$ cat config.mk
export PLATFORM = sky130hd
export DESIGN_NAME = bin2bcd_seq_flat
export DESIGN_NICKNAME = d
export VERILOG_FILES = /design/src/rtl/bin2bcd_seq_pkg.sv /design/src/rtl/bin2bcd_seq_if.sv /design/src/rtl/bin2bcd_seq_bcd_digit_adj.sv /design/src/rtl/bin2bcd_seq.sv /design/src/flat_wrapper.sv
export SDC_FILE = /design/constraint.sdc
export NUM_CORES = 1
export LEC_CHECK = 0
export BUFFER_PORTS_ARGS = -buffer_cell sky130_fd_sc_hd__buf_4
export CORE_ASPECT_RATIO = 1.2
export CORE_MARGIN = 3
export CORE_UTILIZATION = 44
export CTS_CLUSTER_DIAMETER = 200
export DETAILED_ROUTE_END_ITERATION = 7
export PLACE_DENSITY = 0.7
export SKIP_LAST_GASP = 1
export SLEW_MARGIN = 10
export SYNTH_ARGS = -nofsm -noshare
export SYNTH_HDL_FRONTEND = slang
export SYNTH_SLANG_ARGS = --single-unit
$ cat constraint.sdc
create_clock -name clk_25mhz -period 1.6 [get_ports clk_25mhz]
set_clock_uncertainty 0.15 [all_clocks]
set_input_delay 0.32 -clock clk_25mhz [delete_from_list [all_inputs] [get_ports clk_25mhz]]
set_output_delay 0.32 -clock clk_25mhz [all_outputs]
set_load 0.05 [all_outputs]
$ cat src/rtl/bin2bcd_seq_pkg.sv
// rtl/bin2bcd_seq_pkg.sv - shared state encoding and defaults for the binary-to-BCD converter
// Purpose: FSM state type and the default overflow display code.
// Ports: none (package).
package bin2bcd_seq_pkg;

  typedef enum logic [1:0] {
    ST_IDLE   = 2'd0,
    ST_SHIFT  = 2'd1,
    ST_FINISH = 2'd2
  } state_t;

  // Nibble shown in every display digit when the value does not fit.
  localparam logic [3:0] OVF_CODE_DEF = 4'hE;

endpackage

$ cat src/rtl/bin2bcd_seq_if.sv
// rtl/bin2bcd_seq_if.sv - request/result bundle between the requester and the converter
// Purpose: groups start/bin request and busy/done/bcd/ovf result signals.
// Ports (master = requester side, slave = converter side):
//   start, bin            requester -> converter
//   busy, done, bcd, ovf  converter -> requester
interface bin2bcd_seq_if #(
  parameter int BIN_W  = 16,
  parameter int DIGITS = 4
);

  logic                  start;
  logic [BIN_W-1:0]      bin;
  logic                  busy;
  logic                  done;
  logic [4*DIGITS-1:0]   bcd;
  logic                  ovf;

  modport master (
    output start, bin,
    input  busy, done, bcd, ovf
  );

  modport slave (
    input  start, bin,
    output busy, done, bcd, ovf
  );

endinterface

$ cat src/rtl/bin2bcd_seq_bcd_digit_adj.sv
// rtl/bin2bcd_seq_bcd_digit_adj.sv - one double-dabble digit correction
// Purpose: adds 3 to a BCD digit that is 5 or more, so the following shift carries correctly.
// Ports:
//   din   in   4  scratch digit before the shift
//   dout  out  4  corrected digit
module bcd_digit_adj (
  input  logic [3:0] din,
  input  logic       unused_tie, // kept low; lets every instance share one port shape
  output logic [3:0] dout
);

  logic unused_ok;
  assign unused_ok = unused_tie;

  // A digit >= 5 maxes out at 4'hC after +3, so no carry leaves the nibble.
  assign dout = (din >= 4'd5) ? din + 4'd3 : din;

endmodule

$ cat src/rtl/bin2bcd_seq.sv
// rtl/bin2bcd_seq.sv - sequential double-dabble binary-to-BCD converter
// Purpose: converts bin to packed BCD over BIN_W shift cycles; result held until the next done.
// Ports:
//   clk_25mhz  in   system clock, posedge
//   rst        in   synchronous active-high reset
//   bus        slave side of bin2bcd_seq_if (start, bin in; busy, done, bcd, ovf out)
module bin2bcd_seq
  import bin2bcd_seq_pkg::*;
#(
  parameter int         BIN_W      = 16,
  parameter int         DIGITS     = 4,
  parameter int         SCR_DIGITS = 5,
  parameter logic [3:0] OVF_CODE   = OVF_CODE_DEF
) (
  input  logic        clk_25mhz,
  input  logic        rst,
  bin2bcd_seq_if.slave bus
);

  localparam int SW = 4 * SCR_DIGITS;
  localparam int OW = 4 * DIGITS;
  localparam int CW = $clog2(BIN_W + 1);

  state_t              state, state_n;
  logic [CW-1:0]       cnt, cnt_n;
  logic [SW+BIN_W-1:0] sr, sr_n;     // {scratch digits, remaining binary bits}
  logic [SW-1:0]       adj;
  logic [OW-1:0]       bcd_q, bcd_n;
  logic                ovf_q, ovf_n;
  logic                done_q, done_n;
  logic                hi_nz;

  // All scratch digits are corrected in parallel ahead of each shift.
  for (genvar g = 0; g < SCR_DIGITS; g++) begin : g_adj
    bcd_digit_adj u_adj (
      .din        (sr[BIN_W + 4*g +: 4]),
      .unused_tie (1'b0),
      .dout       (adj[4*g +: 4])
    );
  end

  // Any nonzero digit beyond the displayed ones means the value does not fit.
  assign hi_nz = |sr[SW+BIN_W-1 : BIN_W+OW];

  always_comb begin
    state_n = state;
    cnt_n   = cnt;
    sr_n    = sr;
    bcd_n   = bcd_q;
    ovf_n   = ovf_q;
    done_n  = 1'b0;
    case (state)
      ST_IDLE: begin
        if (bus.start) begin
          sr_n    = {{SW{1'b0}}, bus.bin};
          cnt_n   = CW'(BIN_W);
          state_n = ST_SHIFT;
        end
      end
      ST_SHIFT: begin
        sr_n  = {adj, sr[BIN_W-1:0]} << 1;
        cnt_n = cnt - 1'b1;
        if (cnt == CW'(1)) begin
          state_n = ST_FINISH;
        end
      end
      ST_FINISH: begin
        ovf_n   = hi_nz;
        bcd_n   = hi_nz ? {DIGITS{OVF_CODE}} : sr[BIN_W +: OW];
        done_n  = 1'b1;
        state_n = ST_IDLE;
      end
      default: state_n = ST_IDLE;
    endcase
  end

  always_ff @(posedge clk_25mhz) begin
    if (rst) begin
      state  <= ST_IDLE;
      cnt    <= '0;
      sr     <= '0;
      bcd_q  <= '0;
      ovf_q  <= 1'b0;
      done_q <= 1'b0;
    end else begin
      state  <= state_n;
      cnt    <= cnt_n;
      sr     <= sr_n;
      bcd_q  <= bcd_n;
      ovf_q  <= ovf_n;
      done_q <= done_n;
    end
  end

  assign bus.busy = (state != ST_IDLE);
  assign bus.done = done_q;
  assign bus.bcd  = bcd_q;
  assign bus.ovf  = ovf_q;

endmodule
$ cat src/flat_wrapper.sv
// flat-port wrapper written by rule: the top's interface ports become plain ports
module bin2bcd_seq_flat import bin2bcd_seq_pkg::*;
#(
  parameter int         BIN_W      = 16,
  parameter int         DIGITS     = 4,
  parameter int         SCR_DIGITS = 5,
  parameter logic [3:0] OVF_CODE   = OVF_CODE_DEF
)
  (clk_25mhz, rst, bus_start, bus_bin, bus_busy, bus_done, bus_bcd, bus_ovf);
  bin2bcd_seq_if #(.BIN_W(BIN_W), .DIGITS(DIGITS)) bus_i ();
  input  logic clk_25mhz;
  input  logic rst;
  input wire logic [$bits(bus_i.start)-1:0] bus_start;
  input wire logic [$bits(bus_i.bin)-1:0] bus_bin;
  output wire logic [$bits(bus_i.busy)-1:0] bus_busy;
  output wire logic [$bits(bus_i.done)-1:0] bus_done;
  output wire logic [$bits(bus_i.bcd)-1:0] bus_bcd;
  output wire logic [$bits(bus_i.ovf)-1:0] bus_ovf;
  assign bus_i.start = bus_start;
  assign bus_i.bin = bus_bin;
  assign bus_busy = bus_i.busy;
  assign bus_done = bus_i.done;
  assign bus_bcd = bus_i.bcd;
  assign bus_ovf = bus_i.ovf;
  bin2bcd_seq #(.BIN_W(BIN_W), .DIGITS(DIGITS), .SCR_DIGITS(SCR_DIGITS), .OVF_CODE(OVF_CODE)) u_core (.clk_25mhz(clk_25mhz), .rst(rst), .bus(bus_i));
endmodule
-- Word-level counts from Yosys, hierarchy flattened
Index checks and enable logic that the tools add are counted.
- register bits: 61
- input bits: 19
- output and inout port bits: 19
- word-level logic and storage cells: 42
- add/sub/neg operators: 6
- magnitude comparators: 5
- equality and inequality tests: 5
- muxes and demuxes: 14
- reduce and logical (&&, ||, !) cells: 6
- operators by type and width (operator ; number):
    36-bit one-hot mux with 2 select lines ; 1
    36-bit 2-to-1 mux ; 1
    4-bit by 3-bit greater-or-equal comparator with 1-bit output (second input constant) ; 5
    4-bit by 2-bit adder with 4-bit output (second input constant) ; 4
    16-bit 2-to-1 mux ; 1
    4-bit 2-to-1 mux ; 4
    5-bit one-hot mux with 2 select lines ; 1
    5-bit by 1-bit equality test with 1-bit output (second input constant) ; 1
    5-bit 2-to-1 mux ; 1
    5-bit by 1-bit subtractor with 5-bit output (second input constant) ; 1
    2-bit 2-to-1 mux ; 2
    2-bit one-hot mux with 2 select lines ; 1
    2-bit AND reduction ; 2
    2-bit nonzero test ; 2
    4-bit OR reduction ; 1
    3-bit by 2-bit adder with 3-bit output (second input constant) ; 1
    3-bit 2-to-1 mux ; 1
    2-bit by 1-bit equality test with 1-bit output (second input constant) ; 1
    2-bit equality test (second input constant) ; 1
    2-bit zero test ; 1
    2-bit by 1-bit != test with 1-bit output (second input constant) ; 1
    2-bit != test (second input constant) ; 1
    1-bit 2-to-1 mux ; 1

-- Depth between registers and ports, before layout
- word-level depth: 3
- depth in mapped cells: 6
- gate-level depth less buffers: 6

-- Modules after synthesis
From an unflattened synthesis, not the netlist that was laid out.
- cell total of the unflattened synthesis: 323
- area total of the unflattened synthesis: 2931.6 um^2
- by module, submodules not included (module ; instances ; cells an instance ; area each (um^2)):
    bin2bcd_seq ; 1 ; 243 ; 2424.8
    bcd_digit_adj ; 5 ; 16 ; 101.3

-- Least setup slack after synthesis
OpenSTA, ideal clock, no wires.
- path type: flip-flop to output port
- start: register u_core.state[0]
- end: output bus_busy
- arrival time: 1.040 ns
- required time: 1.130 ns
- setup slack: 0.090 ns
- cell stages (with the launch flop): 4
- path buffers: 2
- cell sequence: dfxtp_1 > buf_4 > buf_6 > or2_1
- longest elaborated chain between the ends: 1
- RTL lines (element ; line ; RTL):
    start, declared ; bin2bcd_seq.sv:24 ; state_t state, state_n;
    start signal, assigned ; bin2bcd_seq.sv:86 ; state <= state_n;
    2-bit nonzero test ; bin2bcd_seq.sv:95 ; assign bus.busy = (state != ST_IDLE);
    end, declared ; flat_wrapper.sv:15 ; output wire logic [$bits(bus_i.busy)-1:0] bus_busy;
Every way passes these cells.

-- Final worst setup path
- start: register u_core.state[1]
- end: output bus_busy
The elaborated chain is that of the path after synthesis.

==> impl_summary.md <==
Clock network
The clock tree buffer depth is 2. The H-tree level count is 3. The later pin in the worst-skew pair is clocked with a latency of 0.34 ns. The count of clock tree sinks is between 60 and 70. The number of CTS-inserted buffers is 9.

The number of hold-repair buffers added at the cts stage is 0. CTS placed an instance of sky130_fd_sc_hd__clkbuf_8 at the clock tree root. After clock tree synthesis, the clock-pin slew on the worst setup and hold paths is 0.07 ns. The clock tree from TritonCTS is yes.

Synthesis
In the synthesized netlist the async set-or-reset flop fraction comes to 0. Of the post-synthesis cell area, the dominant cell type holds 0.4048. The number of synthesized register bits is 61. The post-synthesis cell area is just over 3000 sq um.

Counting every net in the synthesized netlist gives 387. The Yosys step of the flow raised 0 warnings. The sequential-to-total area share from yosys stat is 0.4048. After synthesis, the most frequently instantiated cells are 81 x sky130_fd_sc_hd__nor2_1, 61 x sky130_fd_sc_hd__dfxtp_1, 34 x sky130_fd_sc_hd__a21oi_1. The number of synthesized flops with an enable pin is 0. By area the synthesized netlist is led by sky130_fd_sc_hd__dfxtp_1 40%, sky130_fd_sc_hd__nor2_1 10%, sky130_fd_sc_hd__a21oi_1 5.6%, sky130_fd_sc_hd__ha_1 5.4%, sky130_fd_sc_hd__nor3_2 4.6%. Yosys instantiated no cell more often than sky130_fd_sc_hd__nor2_1. The number of standard cells after synthesis is 355. A synthesized cell averages ~8.5 sq um. The primary flip-flop cell chosen by synthesis mapping is sky130_fd_sc_hd__dfxtp_1. The most area-hungry cell type in the Yosys netlist is sky130_fd_sc_hd__dfxtp_1. After synthesis, the netlist uses 36 different library cells.

Worst setup path
On the critical path, the stage with the largest delay is an instance of sky130_fd_sc_hd__dfxtp_4. At the worst endpoint, the required time is 1.13 ns. The signal on the critical path passes through buf_6, or2_1, buf_6. The largest driver fanout on the critical path is 5. The worst setup path category is reg -> out. The arrival time of data at the critical path endpoint is 1.21 ns.

The endpoint type of the worst setup path is a primary output. The worst-case reg-to-reg path depth is 7. The most numerous cell type found on the critical path is sky130_fd_sc_hd__buf_6. The delay contributed by the slowest stage of the critical path is 0.35 ns.

The depth of the critical timing path with buffers and inverters included is 3. The cell class contributing the biggest share of worst-path delay is flip-flops. The worst setup path is launched from a flop.

The critical path contains buffers and inverters numbering 2 combined.

Global routing
For this run, the total global-route usage over all layers was measured as 0.1821. Entering global routing, the biggest net connects 32 pins. The leftover overflow at the end of global routing is 0. The initial antenna violation count is 0.

The via count of the first global-routing pass is 2451. The first global-routing pass estimated roughly 11 mm of wire.

Die
The area of the die is 7890 sq um. The I/O pin count is 38. For this configuration, the core starts out at a cell density of 0.4622.

From bottom edge to top edge, the die measures 96.71 microns. The floorplan has 32 rows. The horizontal die dimension is ~80 microns.

The area of the placeable core is 6526 sq um.

Layout
The count of inserted antenna diode cells is 0. Of the cells placed in the final design, the portion with a size suffix greater than 1 is 0.3053. The area growth from synthesis to layout is 25.55%.

Counting the fill cells in the layout gives 583. The final non-filler cell total is approximately 500. The number of nets in the layout is 443.

Power
The static leakage is ~0.0016 uW. The areal power density over the cells is 925.5 nW/um^2. The worst-case IR drop observed on VDD is between 600 and 700 uV.

Summing internal, switching and leakage power gives 3505 uW.

STA
At the pin with the least slew margin, the transition time is 0.4457 ns. Setup slack on the critical path of the routed design comes to -0.07772 ns. The max-slew headroom at the worst pin is 0.6987. The highest attainable clock frequency is between 500 and 600 MHz.

Setup violations remaining at the end of the flow were counted as 1. The number of failing hold endpoints at the final stage is 0. Setup repair after global routing could not meet its margin everywhere. After routing, the total negative slack on setup checks comes to -0.07772 ns. The smallest clock period supported by the final layout is computed as 1.678 ns. The final critical-path share of the clock period is 1.049. The max-slew violation count is 0.

Routing
In the routed design, unresolved DRC markers number 0. The vias per cell is roughly 5.1. The first TritonRoute pass finished after 4 iterations. The total wire length is 6.752 mm.

Once detail routing completed, the nets flagged for antenna violations numbered 0. The average routed wire per standard cell is 13.48 microns. The final route contains ~2.6k vias. The DRC marker count from the first detailed-route iteration is 140.

Hold path
In this run the worst hold path is classified as in -> reg. The hold path depth is 2.

Place
Detailed placement finished with a half-perimeter wire length of 4.647 mm. Timing analysis after detailed placement gives a worst setup slack of -0.07836 ns. Routability-driven placement finished with a final weighted congestion of ~0.77. The placed instance count is 480. The count of port buffers added during placement is 37.

Job
The number of maximum-capacitance constraint violations is 0.

Run status
The checks that failed: setup timing. The run finished, with violations left.
cells in the final DEF (no fill, tap or decap), types with 2 or more instances in the layout:
master and n:
sky130_fd_sc_hd__a22oi_1 3, sky130_fd_sc_hd__dfxtp_1 54, sky130_fd_sc_hd__dfxtp_4 3, sky130_fd_sc_hd__nor2b_1 17, sky130_fd_sc_hd__a21oi_2 3, sky130_fd_sc_hd__nor2_4 2
sky130_fd_sc_hd__clkinvlp_4 2, sky130_fd_sc_hd__a211oi_2 5, sky130_fd_sc_hd__xor2_1 4, sky130_fd_sc_hd__xnor2_1 5, sky130_fd_sc_hd__nand2b_1 8, sky130_fd_sc_hd__nor3_2 14
sky130_fd_sc_hd__nand2_1 8, sky130_fd_sc_hd__ha_1 12, sky130_fd_sc_hd__buf_6 2, sky130_fd_sc_hd__nor2_1 81, sky130_fd_sc_hd__inv_1 10, sky130_fd_sc_hd__a21oi_1 29
sky130_fd_sc_hd__a22o_1 14, sky130_fd_sc_hd__clkbuf_8 11, sky130_fd_sc_hd__a21oi_4 2, sky130_fd_sc_hd__mux2i_1 5, sky130_fd_sc_hd__inv_2 2, sky130_fd_sc_hd__nor3_1 16
sky130_fd_sc_hd__nand3_1 5, sky130_fd_sc_hd__nand2b_4 2, sky130_fd_sc_hd__o21ai_1 10, sky130_fd_sc_hd__dfxtp_2 4, sky130_fd_sc_hd__buf_4 64
worst reg2reg max path: stages, from the launching register on:
cell and delay [ns]:
sky130_fd_sc_hd__dfxtp_2 0.33, sky130_fd_sc_hd__inv_1 0.04, sky130_fd_sc_hd__buf_4 0.14, sky130_fd_sc_hd__ha_1 0.18, sky130_fd_sc_hd__nand2b_4 0.14, sky130_fd_sc_hd__a21oi_4 0.14
sky130_fd_sc_hd__mux2i_1 0.23, sky130_fd_sc_hd__a22o_1 0.14
state kept, by name, summed over array words and instances, names as in the netlist:
name / cells
u_core.cnt: 5
u_core.sr: 36
u_core.bus.done: 1
u_core.state: 2
u_core.bus.bcd: 16
u_core.bus.ovf: 1
report_power, final:
part | total [uW] | switching [uW] | internal (uW)
logic | 459 | 261 | 198
registers | 1610 | 38.5 | 1580
clock network | 1430 | 629 | 804
worst paths after layout:
path,from,to,slack (ns)
min reg2reg,u_core.bus.bcd[12],u_core.bus.bcd[12],0.31
max,u_core.state[1],bus_busy,-0.08
min,rst,u_core.sr[35],0.16
max reg2reg,u_core.sr[33],u_core.sr[34],0.06
metrics by stage:
stage / hold WS, ns / util / instance area (sq um)
3_3_place_gp: 0.2974 / 0.5297 / 3457
4_1_cts: 0.1456 / 0.5696 / 3717
5_1_grt: 0.1507 / 0.5803 / 3787
2_1_floorplan: 0.2991 / - / 3017
3_5_place_dp: 0.3031 / 0.5297 / 3457
6_report: 0.1581 / 0.5803 / 3787
area by class of cell:
class | count | area (sq um) | area share
Inverter | 13 | 51.30 | 0.01354
Clock inverter | 5 | 58.81 | 0.01553
Timing Repair Buffer | 67 | 523.0 | 0.1381
Clock buffer | 11 | 151.4 | 0.03997
Tap cell | 85 | 106.4 | 0.02808
Multi-Input combinational cell | 259 | 1659 | 0.4381
Sequential cell | 61 | 1237 | 0.3267
kinds of logic after synthesis:
kind of cell	synth area share
muxes	0.02032
and+or+nand+nor	0.2820
xor gates and xnor gates	0.02613
buffers and inverters	0.06387
adders and majority gates	0.05392
DFF	0.4048
AOI/OAI and AO/OA	0.1489
timing repair:
item                       4_1_cts  5_1_grt
pin swaps                        2        9
setup endpoints to repair       31       16
gates resized for setup         11       16
gates cloned                     0        0
buffers inserted                 2        3
routing by layer:
| layer | wire length (microns) | track usage | vias to the layer above |
|---|---|---|---|
| met1 | 3067 | 0.2375 | 1212 |
| met3 | 248 | 0.03724 | 9 |
| met5 | 0 | 0 | - |
| met4 | 93 | 0.06522 | 0 |
| li1 | - | - | 1303 |
| met2 | 3343 | 0.2936 | 50 |
(Power assumes the default switching activity.)
